$ cat src/rtl/cpld_defs.sv
// cpld_defs: shared frame, address and state constants for the CPLD SPI responder.
package cpld_defs;
  localparam int         FRAME_W   = 16;
  localparam int         HDR_W     = 8;
  localparam logic [6:0] CTRL_BASE = 7'h40;
  localparam logic [6:0] ID_ADDR   = 7'h7F;
  localparam logic [4:0] CNT_MAX   = 5'd17;
  typedef enum logic [1:0] {IDLE, HDR, DATA, DONE} state_e;
endpackage

$ cat src/rtl/cpld_sync_edge.sv
// cpld_sync_edge: 2-flop synchroniser with rise/fall detect from a third flop.
//   clk_i, rst_ni   oscillator clock, synchronous active-low reset
//   d_i             asynchronous input
//   q_o             synchronised level
//   rise_o, fall_o  one-cycle pulses on synchronised edges
module cpld_sync_edge #(
  parameter logic RST_VAL = 1'b0
) (
  input  logic clk_i,
  input  logic rst_ni,
  input  logic d_i,
  output logic q_o,
  output logic rise_o,
  output logic fall_o
);
  logic [2:0] sync_q;
  always_ff @(posedge clk_i)
    if (!rst_ni) sync_q <= {3{RST_VAL}};
    else sync_q <= {sync_q[1:0], d_i};
  assign q_o    = sync_q[1];
  assign rise_o = sync_q[1] & ~sync_q[2];
  assign fall_o = ~sync_q[1] & sync_q[2];
endmodule

$ cat src/rtl/cpld_spi_responder.sv
// cpld_spi_responder: SPI mode-0 responder giving the CPU read access to status bytes and write access to control registers.
//   sysclk, reset_INV          oscillator clock, synchronous active-low reset
//   spi_clk/spi_mosi/spi_cs_INV asynchronous SPI inputs, oversampled on sysclk
//   spi_miso                   read data, 0 outside the data phase of a read frame
//   status_in                  NUM_STATUS status bytes at 0x00.., ID_VALUE at 0x7F
//   ctrl_out                   NUM_CTRL control bytes at 0x40..
//   wr_strobe, wr_addr         one-cycle commit pulse and address of the last commit
//   frame_err                  one-cycle pulse when a frame ends without exactly 16 clocks
// Define CPLD_SPI_WRITE_EN to build the control-register write path.
module cpld_spi_responder
  import cpld_defs::*;
#(
  parameter int         NUM_STATUS = 4,
  parameter int         NUM_CTRL   = 2,
  parameter logic [7:0] ID_VALUE   = 8'hA5
) (
  input  logic                    sysclk,
  input  logic                    reset_INV,
  input  logic                    spi_clk,
  input  logic                    spi_mosi,
  input  logic                    spi_cs_INV,
  output logic                    spi_miso,
  input  logic [8*NUM_STATUS-1:0] status_in,
  output logic [8*NUM_CTRL-1:0]   ctrl_out,
  output logic                    wr_strobe,
  output logic [6:0]              wr_addr,
  output logic                    frame_err
);
  state_e     state_q, state_d;
  logic [4:0] cnt_q, cnt_d;
  logic [7:0] rx_q, rx_d, tx_q, tx_d, hdr, rd_byte;
  logic [1:0] mosi_q;
  logic       miso_q, miso_d, err_q, err_d;
  logic       sclk_rise, sclk_fall, unused_sclk_lvl, cs_lvl, cs_rise, cs_fall;
  logic       bit_rise, hdr_rise, last_rise, end_frame;
  cpld_sync_edge #(.RST_VAL(1'b0)) u_sclk (
    .clk_i(sysclk), .rst_ni(reset_INV), .d_i(spi_clk),
    .q_o(unused_sclk_lvl), .rise_o(sclk_rise), .fall_o(sclk_fall)
  );
  // Chip select resets inactive so leaving reset never looks like a frame start.
  cpld_sync_edge #(.RST_VAL(1'b1)) u_cs (
    .clk_i(sysclk), .rst_ni(reset_INV), .d_i(spi_cs_INV),
    .q_o(cs_lvl), .rise_o(cs_rise), .fall_o(cs_fall)
  );
  assign bit_rise  = sclk_rise & ~cs_lvl & (state_q != IDLE);
  assign hdr_rise  = bit_rise & (state_q == HDR) & (cnt_q == 5'(HDR_W - 1));
  assign last_rise = bit_rise & (state_q == DATA) & (cnt_q == 5'(FRAME_W - 1));
  assign end_frame = cs_rise & (state_q != IDLE);
  // Header byte as it stands at the 8th rise: seven shifted bits plus the current MOSI.
  assign hdr       = {rx_q[6:0], mosi_q[1]};
  always_ff @(posedge sysclk)
    if (!reset_INV) begin
      state_q <= IDLE;
      cnt_q   <= '0;
      rx_q    <= '0;
      tx_q    <= '0;
      mosi_q  <= '0;
      miso_q  <= 1'b0;
      err_q   <= 1'b0;
    end else begin
      state_q <= state_d;
      cnt_q   <= cnt_d;
      rx_q    <= rx_d;
      tx_q    <= tx_d;
      mosi_q  <= {mosi_q[0], spi_mosi};
      miso_q  <= miso_d;
      err_q   <= err_d;
    end
  always_comb begin
    state_d = cs_lvl ? IDLE :
              (state_q == IDLE && cs_fall) ? HDR :
              hdr_rise ? DATA :
              last_rise ? DONE : state_q;
    cnt_d   = (state_q == IDLE) ? 5'd0 :
              (bit_rise && cnt_q != CNT_MAX) ? cnt_q + 5'd1 : cnt_q;
  end
  always_comb begin
    rd_byte = (hdr[6:0] == ID_ADDR) ? ID_VALUE : 8'h00;
    for (int i = 0; i < NUM_STATUS; i++)
      if (hdr[6:0] == 7'(i)) rd_byte = status_in[8*i +: 8];
    for (int i = 0; i < NUM_CTRL; i++)
      if (hdr[6:0] == CTRL_BASE + 7'(i)) rd_byte = ctrl_out[8*i +: 8];
  end
  // Shifting stops after 16 bits so a 17th clock cannot disturb the captured data.
  always_comb begin
    rx_d   = (bit_rise && cnt_q < 5'(FRAME_W)) ? hdr : rx_q;
    tx_d   = hdr_rise ? (hdr[7] ? rd_byte : 8'h00) :
             (sclk_fall && state_q == DATA) ? {tx_q[6:0], 1'b0} : tx_q;
    miso_d = (cs_lvl || (state_q != DATA && state_q != DONE)) ? 1'b0 :
             sclk_fall ? ((state_q == DATA) ? tx_q[7] : 1'b0) : miso_q;
    err_d  = end_frame && cnt_q != 5'(FRAME_W);
  end
  assign spi_miso  = miso_q;
  assign frame_err = err_q;
`ifdef CPLD_SPI_WRITE_EN
  logic [7:0]            hdr_q;
  logic [8*NUM_CTRL-1:0] ctrl_q;
  logic [6:0]            wr_addr_q;
  logic                  wr_strobe_q, commit;
  assign commit = end_frame && cnt_q == 5'(FRAME_W) && !hdr_q[7] &&
                  hdr_q[6:0] >= CTRL_BASE && hdr_q[6:0] < CTRL_BASE + 7'(NUM_CTRL);
  always_ff @(posedge sysclk)
    if (!reset_INV) begin
      hdr_q       <= '0;
      ctrl_q      <= '0;
      wr_addr_q   <= '0;
      wr_strobe_q <= 1'b0;
    end else begin
      if (hdr_rise) hdr_q <= hdr;
      wr_strobe_q <= commit;
      if (commit) wr_addr_q <= hdr_q[6:0];
      for (int i = 0; i < NUM_CTRL; i++)
        if (commit && hdr_q[6:0] == CTRL_BASE + 7'(i)) ctrl_q[8*i +: 8] <= rx_q;
    end
  assign ctrl_out  = ctrl_q;
  assign wr_strobe = wr_strobe_q;
  assign wr_addr   = wr_addr_q;
`else
  logic unused_data;
  assign unused_data = rx_q[7];
  assign ctrl_out    = '0;
  assign wr_strobe   = 1'b0;
  assign wr_addr     = '0;
`endif
endmodule
$ cat config.mk
export PLATFORM = sky130hd
export DESIGN_NAME = cpld_spi_responder
export DESIGN_NICKNAME = d
export VERILOG_FILES = /design/src/rtl/cpld_defs.sv /design/src/rtl/cpld_sync_edge.sv /design/src/rtl/cpld_spi_responder.sv
export SDC_FILE = /design/constraint.sdc
export NUM_CORES = 1
export LEC_CHECK = 0
export ABC_AREA = 1
export CAP_MARGIN = 20
export CELL_PAD_IN_SITES_DETAIL_PLACEMENT = 1
export CELL_PAD_IN_SITES_GLOBAL_PLACEMENT = 2
export CORE_MARGIN = 5
export CORE_UTILIZATION = 25
export CTS_BUF_LIST = sky130_fd_sc_hd__clkbuf_16
export DETAILED_ROUTE_END_ITERATION = 8
export HOLD_SLACK_MARGIN = 0.1
export PLACE_DENSITY_LB_ADDON = 0.12
export SETUP_SLACK_MARGIN = 0.2
export SYNTH_ARGS = -nofsm -noshare
export SYNTH_HDL_FRONTEND = slang
export SYNTH_SLANG_ARGS = --single-unit
$ cat constraint.sdc
create_clock -name sysclk -period 2 [get_ports sysclk]
set_clock_uncertainty 0.15 [all_clocks]
set_input_delay 0.4 -clock sysclk [delete_from_list [all_inputs] [get_ports sysclk]]
set_output_delay 0.4 -clock sysclk [all_outputs]
set_load 0.05 [all_outputs]
==> impl_results.md, run 1 <==
* Outcome: complete, no violations
* Global-route wire length before repair at 9360 um
* Mean post-synth cell area at 6.91 um2
* Min Clock Period, post-route at 1.63 ns
* HPWL Detailed at 4640 um
* Top cells by count, synth: 56 x nand2_1, 39 x nor2_1, 32 x dfxtp_1
* Input/output buffers at 38
* WS Path Type: flop to flop
* Die area at 0.0102 mm2
* Pre-antenna DRT Iters at 4
* Non-Filler Instances at 445
* Final TNS setup at 0 ns
* CP Capture Type: flop
* Clk_lat worst skew at 0.28 ns
* Via count at 1,902
* VDD IR max at 0.000294 V
* Net count, final at 381
* Crit path launch type: flop
* Fillcell total at 995
* Count leader, synth: nand2_1
* Synth top area cells: dfxtp_1 31%, nand2_1 10%, buf_4 9.1%
* Initial Util at 0.253
* Worst EP arrival at 1.69 ns
* Pin count of the biggest net entering global routing at 17
* Leakage at 1.11 nW
* DR iter-0 viols at 61
* Sink Count at 32
* Synth area leader: dfxtp_1
* Root buf cell: clkbuf_16
* Die width at 101 um
* Number of synthesized flops with an enable pin at 0
* Post-synth top area share at 0.311
* Total track usage at 0.117
* Final GP Congestion at 0.712
* Final Hold Slack at 0.261 ns
* Req. time, crit path at 2.06 ns
* WL/cell at 12.8 um
* Place WS at 0.271 ns
* Vias in the first global route at 2,000
* Core area at 0.00813 mm2
* Async SR Flop Fraction at 0
* Final WL at 5680 um
* Remaining antenna violation count after routing at 0
* Max-Cap Viols at 0
* Clock slew at reported path FFs at 0.05 ns
* Post-Syn Area at 0.00206 mm2
* Pins over their slew limit at 0
* GRT Residual Overflow at 0
* Pwr/cell area at 614 mW/mm2
* Worst-path fanout max at 5
* FF+latch count, synth at 32
* Synthesized instance count at 298
* Die Y at 101 um
* Post CTS Setup Buffer Count at 0
* TritonCTS clock tree: yes
* Proportion of layout cells with a drive suffix above 1 at 0.147
* Final Hold Fails at 0
* IO Pins at 63
* Worst hold path class: flop to flop
* # DRC at 0
* Yosys cell types at 33
* Clock Path Buffers at 2
* F_max at 0.613 GHz
* Vias per inst at 4.27
* Synth warn at 0
* RSZ-0062 raised after global routing: false
* H-Tree Depth at 2
* N_diodes at 0
* Tcrit/Tclk final at 0.816
* Area Overhead vs Synth at 26.4%
* Post-Place Cells at 438
* Commonest register cell after synthesis: dfxtp_1
* Hold-fix buffers, CTS at 0
* Seq/Total Area, Yosys at 0.311
* Count of final setup violators at 0
* # rows at 33
* Cts bufs inserted at 5
* Initial antenna violation count at 0
* Setup WS post-layout at 0.368 ns
==> state kept, by name, indices dropped and copies added, names as in the netlist, 2 cells and up <==
| register | count |
|---|---|
| mosi_q | 2 |
| state_q | 2 |
| rx_q | 7 |
| tx_q | 8 |
| u_sclk.sync_q | 3 |
| u_cs.sync_q | 3 |
| cnt_q | 5 |
==> repair_timing <==
item | CTS | global route
hold endpoints to repair | 0 | 0
resized for setup | 0 | 4
endpoints found under the setup margin | 0 | 7
==> layer usage <==
metal	up-vias	GRT usage	share of wire
met5	-	0	0
met4	0	0.0249	0.0067
met3	2	0.0298	0.038
met2	33	0.196	0.48
met1	880	0.151	0.47
li1	987	-	-
==> critical path, stage by stage, from the launching register on <==
cell	delay, ns
dfxtp_1	0.36
ha_1	0.20
nand3_2	0.10
nor2_4	0.14
inv_2	0.06
nor2_4	0.18
nand2_2	0.09
nor2_1	0.09
nand2_1	0.08
a21oi_2	0.11
==> stage by stage <==
step / instance area [um2] / total power, mW / utilization
after floorplan: 2150 / 0.843 / -
after detailed placement: 2460 / 0.897 / 0.303
after global placement: 2460 / 0.897 / 0.303
after global routing: 2600 / 1.67 / 0.320
after CTS: 2600 / 1.62 / 0.319
final: 2600 / 1.60 / 0.320
==> report_power, final <==
group / total, mW / internal, mW / leakage [nW] / switching (mW)
clock network: 0.717 / 0.447 / 0.0709 / 0.270
logic: 0.232 / 0.0830 / 0.777 / 0.149
registers: 0.650 / 0.646 / 0.260 / 0.00463
total: 1.60 / 1.18 / 1.11 / 0.423
==> cell type report <==
cell class	instances	area (um2)	share of cell area
Clock buffer	5	125	0.0481
Inverter	34	133	0.0510
Tap cell	105	131	0.0505
Sequential cell	32	643	0.247
Multi-Input combinational cell	224	1150	0.441
Clock inverter	2	8.76	0.00337
Timing Repair Buffer	43	413	0.159
==> cells in the final DEF, fill, tap and decap left out <==
cell / instances
a21oi_2: 3
nor2_1: 39
nor3b_1: 1
nor2_2: 1
nand3b_1: 5
nand2_1: 55
clkbuf_16: 5
nand2_2: 4
o21ai_1: 3
o21ai_0: 15
o211ai_1: 4
dfxtp_1: 30
nand3_1: 31
a211oi_1: 2
inv_1: 22
nor3_2: 1
nor2_4: 4
nand4_1: 1
a21oi_1: 13
conb_1: 24
nor2_8: 2
inv_2: 11
clkinv_2: 1
inv_6: 1
nor4_1: 1
clkinv_1: 1
nand3_2: 4
ha_1: 4
nor3_1: 3
nand2_4: 2
clkdlybuf4s50_1: 36
or2_2: 2
dfxtp_2: 2
buf_4: 7
==> worst paths after layout <==
kind,from,endpoint,slack [ns],depth (start not counted)
worst max-delay path,cnt_q[1],tx_q[5],0.37,9
worst min-delay path,u_cs.sync_q[0],u_cs.sync_q[1],0.26,1
worst max register to register,cnt_q[1],tx_q[5],0.37,9
worst min register to register,u_cs.sync_q[0],u_cs.sync_q[1],0.26,1
==> cells by family (layout without fill, tap and decap cells) <==
logic type,after synthesis,in the layout,synth area share
adder cells (fa/ha/maj),4,4,0.0243
other,1,24,0.00182
AND/OR/NAND/NOR,156,156,0.378
buffers and inverters,65,84,0.174
AO/OA/AOI/OAI,40,40,0.110
flip-flops,32,32,0.311
No activity file was read; power rests on OpenSTA's default activity.
==> run 2: changes to the inputs <==
- CORE_UTILIZATION: 25 -> 22
- clock period: 2 -> 1.3 ns (I/O delays scaled with it)
==> run 2 against run 1 <==
Against the previous run:
- the flow now finishes with violations (negative setup slack)
- largest power group unchanged
- sequential share of layout area fell by 4.4 points
- via count rose by 9.2%
- final cell count rose by 11%
- global-route usage barely moved
- hold slack improved by 0.0085 ns
- first-iteration DRC count fell by 62%
- worst setup slack got worse by 0.62 ns
- combinational power rose by 66%
==> impl_results.md, run 2 (same netlist as run 1, synthesis figures left out) <==
* Outcome: complete, but fails checks
* Failing checks: negative setup slack
* Tcrit/Tclk final at 1.19 (+0.375)
* Remaining antenna violation count after routing at 0 (unchanged)
* FF-to-FF setup slack at -0.25 ns (-0.62 ns)
* IO Pins at 63 (unchanged)
* WS Path Type: flop to flop
* Hold depth at 1 (unchanged)
* Crit path launch type: flop
* Initial antenna violation count at 0 (unchanged)
* Final WL at 6470 um (+14%)
* Initial Util at 0.224 (-0.0292)
* TritonCTS clock tree: yes
* Slowest cell on crit path: dfxtp_2
* Largest registers: tx_q x8, rx_q x7, cnt_q x5
* Met3 GRT Util at 0.0193 (-0.0105)
* Final core occ at 0.355 (+0.0349)
* F_max at 0.646 GHz (+5.4%)
* Clock Path Buffers at 2 (unchanged)
* Total Power at 2.50 mW (+56%)
* Pin count of the biggest net entering global routing at 17 (unchanged)
* GR met2 Demand/Resource at 0.210 (+0.0145)
* # DRC at 0 (unchanged)
* Final Hold Slack at 0.269 ns (+0.00848 ns)
* Sink Count at 32 (unchanged)
* Hold-fix buffers, CTS at 0 (unchanged)
* Most frequent cell on the critical path: buf_6
* Final Hold Fails at 0 (unchanged)
* N_diodes at 0 (unchanged)
* H-Tree Depth at 2 (unchanged)
* Most frequent cells in the layout: 47 x nand2_1, 40 x buf_4, 35 x clkdlybuf4s50_1
* Worst-case hold path end point: u_cs.sync_q[1]
* WL/cell at 13.1 um (+2.7%)
* Clk_lat worst skew at 0.27 ns (about the same)
* Req. time, crit path at 1.31 ns (-0.75 ns)
* Worst R2R Start: cnt_q[1]
* Root buf cell: clkbuf_16
* Input/output buffers at 38 (unchanged)
* Worst r2r dst: cnt_q[2]
* Pre-antenna DRT Iters at 4 (unchanged)
* Core area at 0.00920 mm2 (+13%)
* Top reg by flops: tx_q
* Vias in the first global route at 2,210 (+11%)
* Met1 Use GR at 0.146 (-0.00490)
* Post-Place Cells at 478 (+9.1%)
* Net count, final at 422 (+11%)
* Vias per inst at 4.21 (-1.4%)
* Fin area at 0.00326 mm2 (+25%)
* Cts bufs inserted at 5 (unchanged)
* Pins over their slew limit at 0 (unchanged)
* Placed cell area at 0.00280 mm2 (+14%)
* Worst hold path class: flop to flop
* Setup WS post-layout at -0.249 ns (-0.617 ns)
* Most common cell after layout, fill and taps aside: nand2_1
* Worst hold path startpoint: u_cs.sync_q[0]
* Leakage at 1.36 nW (+23%)
* Count of final setup violators at 18 (+18)
* Die area at 0.0114 mm2 (+12%)
* Worst EP arrival at 1.56 ns (-0.13 ns)
* CP bufs+invs at 4 (+3)
* Total track usage at 0.117 (about the same)
* Final GP Congestion at 0.755 (+6.1%)
* Final TNS setup at -3.28 ns (-3.28 ns)
* Pwr/cell area at 766 mW/mm2 (+25%)
* Max reg flops at 8 (unchanged)
* HPWL Detailed at 5220 um (+12%)
* Area Overhead vs Synth at 58.4%
* Worst path cell trace: buf_4 > buf_6 > buf_6 > inv_4 > ha_4 > nand3_4 > nand2_8 > o21ai_2 > nor3b_2
* Worst path top cell family by delay: buffers and inverters
* Place WS at -0.259 ns (-0.530 ns)
* Proportion of layout cells with a drive suffix above 1 at 0.380 (+0.233)
* Min Clock Period, post-route at 1.55 ns (-0.0834 ns)
* Worst R2R Path Depth at 9 (unchanged)
* CP Capture Type: flop
* DR iter-0 viols at 23 (-62%)
* RSZ-0062 raised after global routing: true
* Global-route wire length before repair at 10,600 um (+14%)
* VDD IR max at 0.000467 V (+59%)
* Die width at 107 um (+5.9%)
* GRT Residual Overflow at 0 (unchanged)
* Most Used Layer, Global Route: met2
* Max-Cap Viols at 0 (unchanged)
* Worst-path fanout max at 8 (+3)
* Die Y at 107 um (+5.9%)
* Via count at 2,077 (+9.2%)
* # rows at 35 (+6.1%)
* Critical path's largest stage delay at 0.33 ns (-0.03 ns)
* Non-Filler Instances at 493 (+11%)
* Clock slew at reported path FFs at 0.06 ns (about the same)
==> run 2: changes by cell type in the layout (fill, tap and decap cells not counted), moves of 5 or more <==
cell     change
buf_4       +33
nor2_1      -11
dfxtp_1      -9
nand2_1      -8
a21oi_1      -7
a21oi_2      +7
nor2_4       +7
buf_6        +6
dfxtp_2      +6
o21ai_0      -6
nand3_4      +5
==> run 2: how the worst max path moves through the flow <==
stage	startpoint	endpoint	slack (ns)	cells after the start
5_1_grt	cnt_q[1]	tx_q[3]	-0.35	9
3_3_place_gp	reset_INV	cnt_q[1]	-0.27	4
2_1_floorplan	cnt_q[0]	tx_q[1]	-0.08	9
3_5_place_dp	rx_q[2]	tx_q[6]	-0.26	10
6_report	cnt_q[1]	cnt_q[2]	-0.25	9
4_1_cts	cnt_q[1]	tx_q[2]	-0.26	9
==> run 2: power breakdown <==
part | internal (mW) | switching [mW]
clock | 0.695 | 0.421
combinational | 0.141 | 0.245
sequential | 0.988 | 0.0101
==> run 2: cell type report <==
cell class                 count  area [um2]
fill                        1127        5930
clock buffer                   5         125
sequential                    32         662
multi-input combinational    224        1420
inverter                      34         140
tap                          111         139
clock inverter                 3        13.8
timing repair buffer          84         767
==> run 2: what timing repair did <==
action / 4_1_cts / 5_1_grt
buffers inserted: 2 / 4
endpoints found under the setup margin: 33 / 26
pin swaps: 15 / 12
resized for setup: 50 / 28
endpoints found under the hold margin: 0 / 0
cloned: 1 / 0
==> run 2: routing by layer <==
metal  up-vias  share of wire
met5         -              0
met4         0         0.0071
met3         2          0.028
met2        32           0.52
met1       966           0.45
li1       1077              -
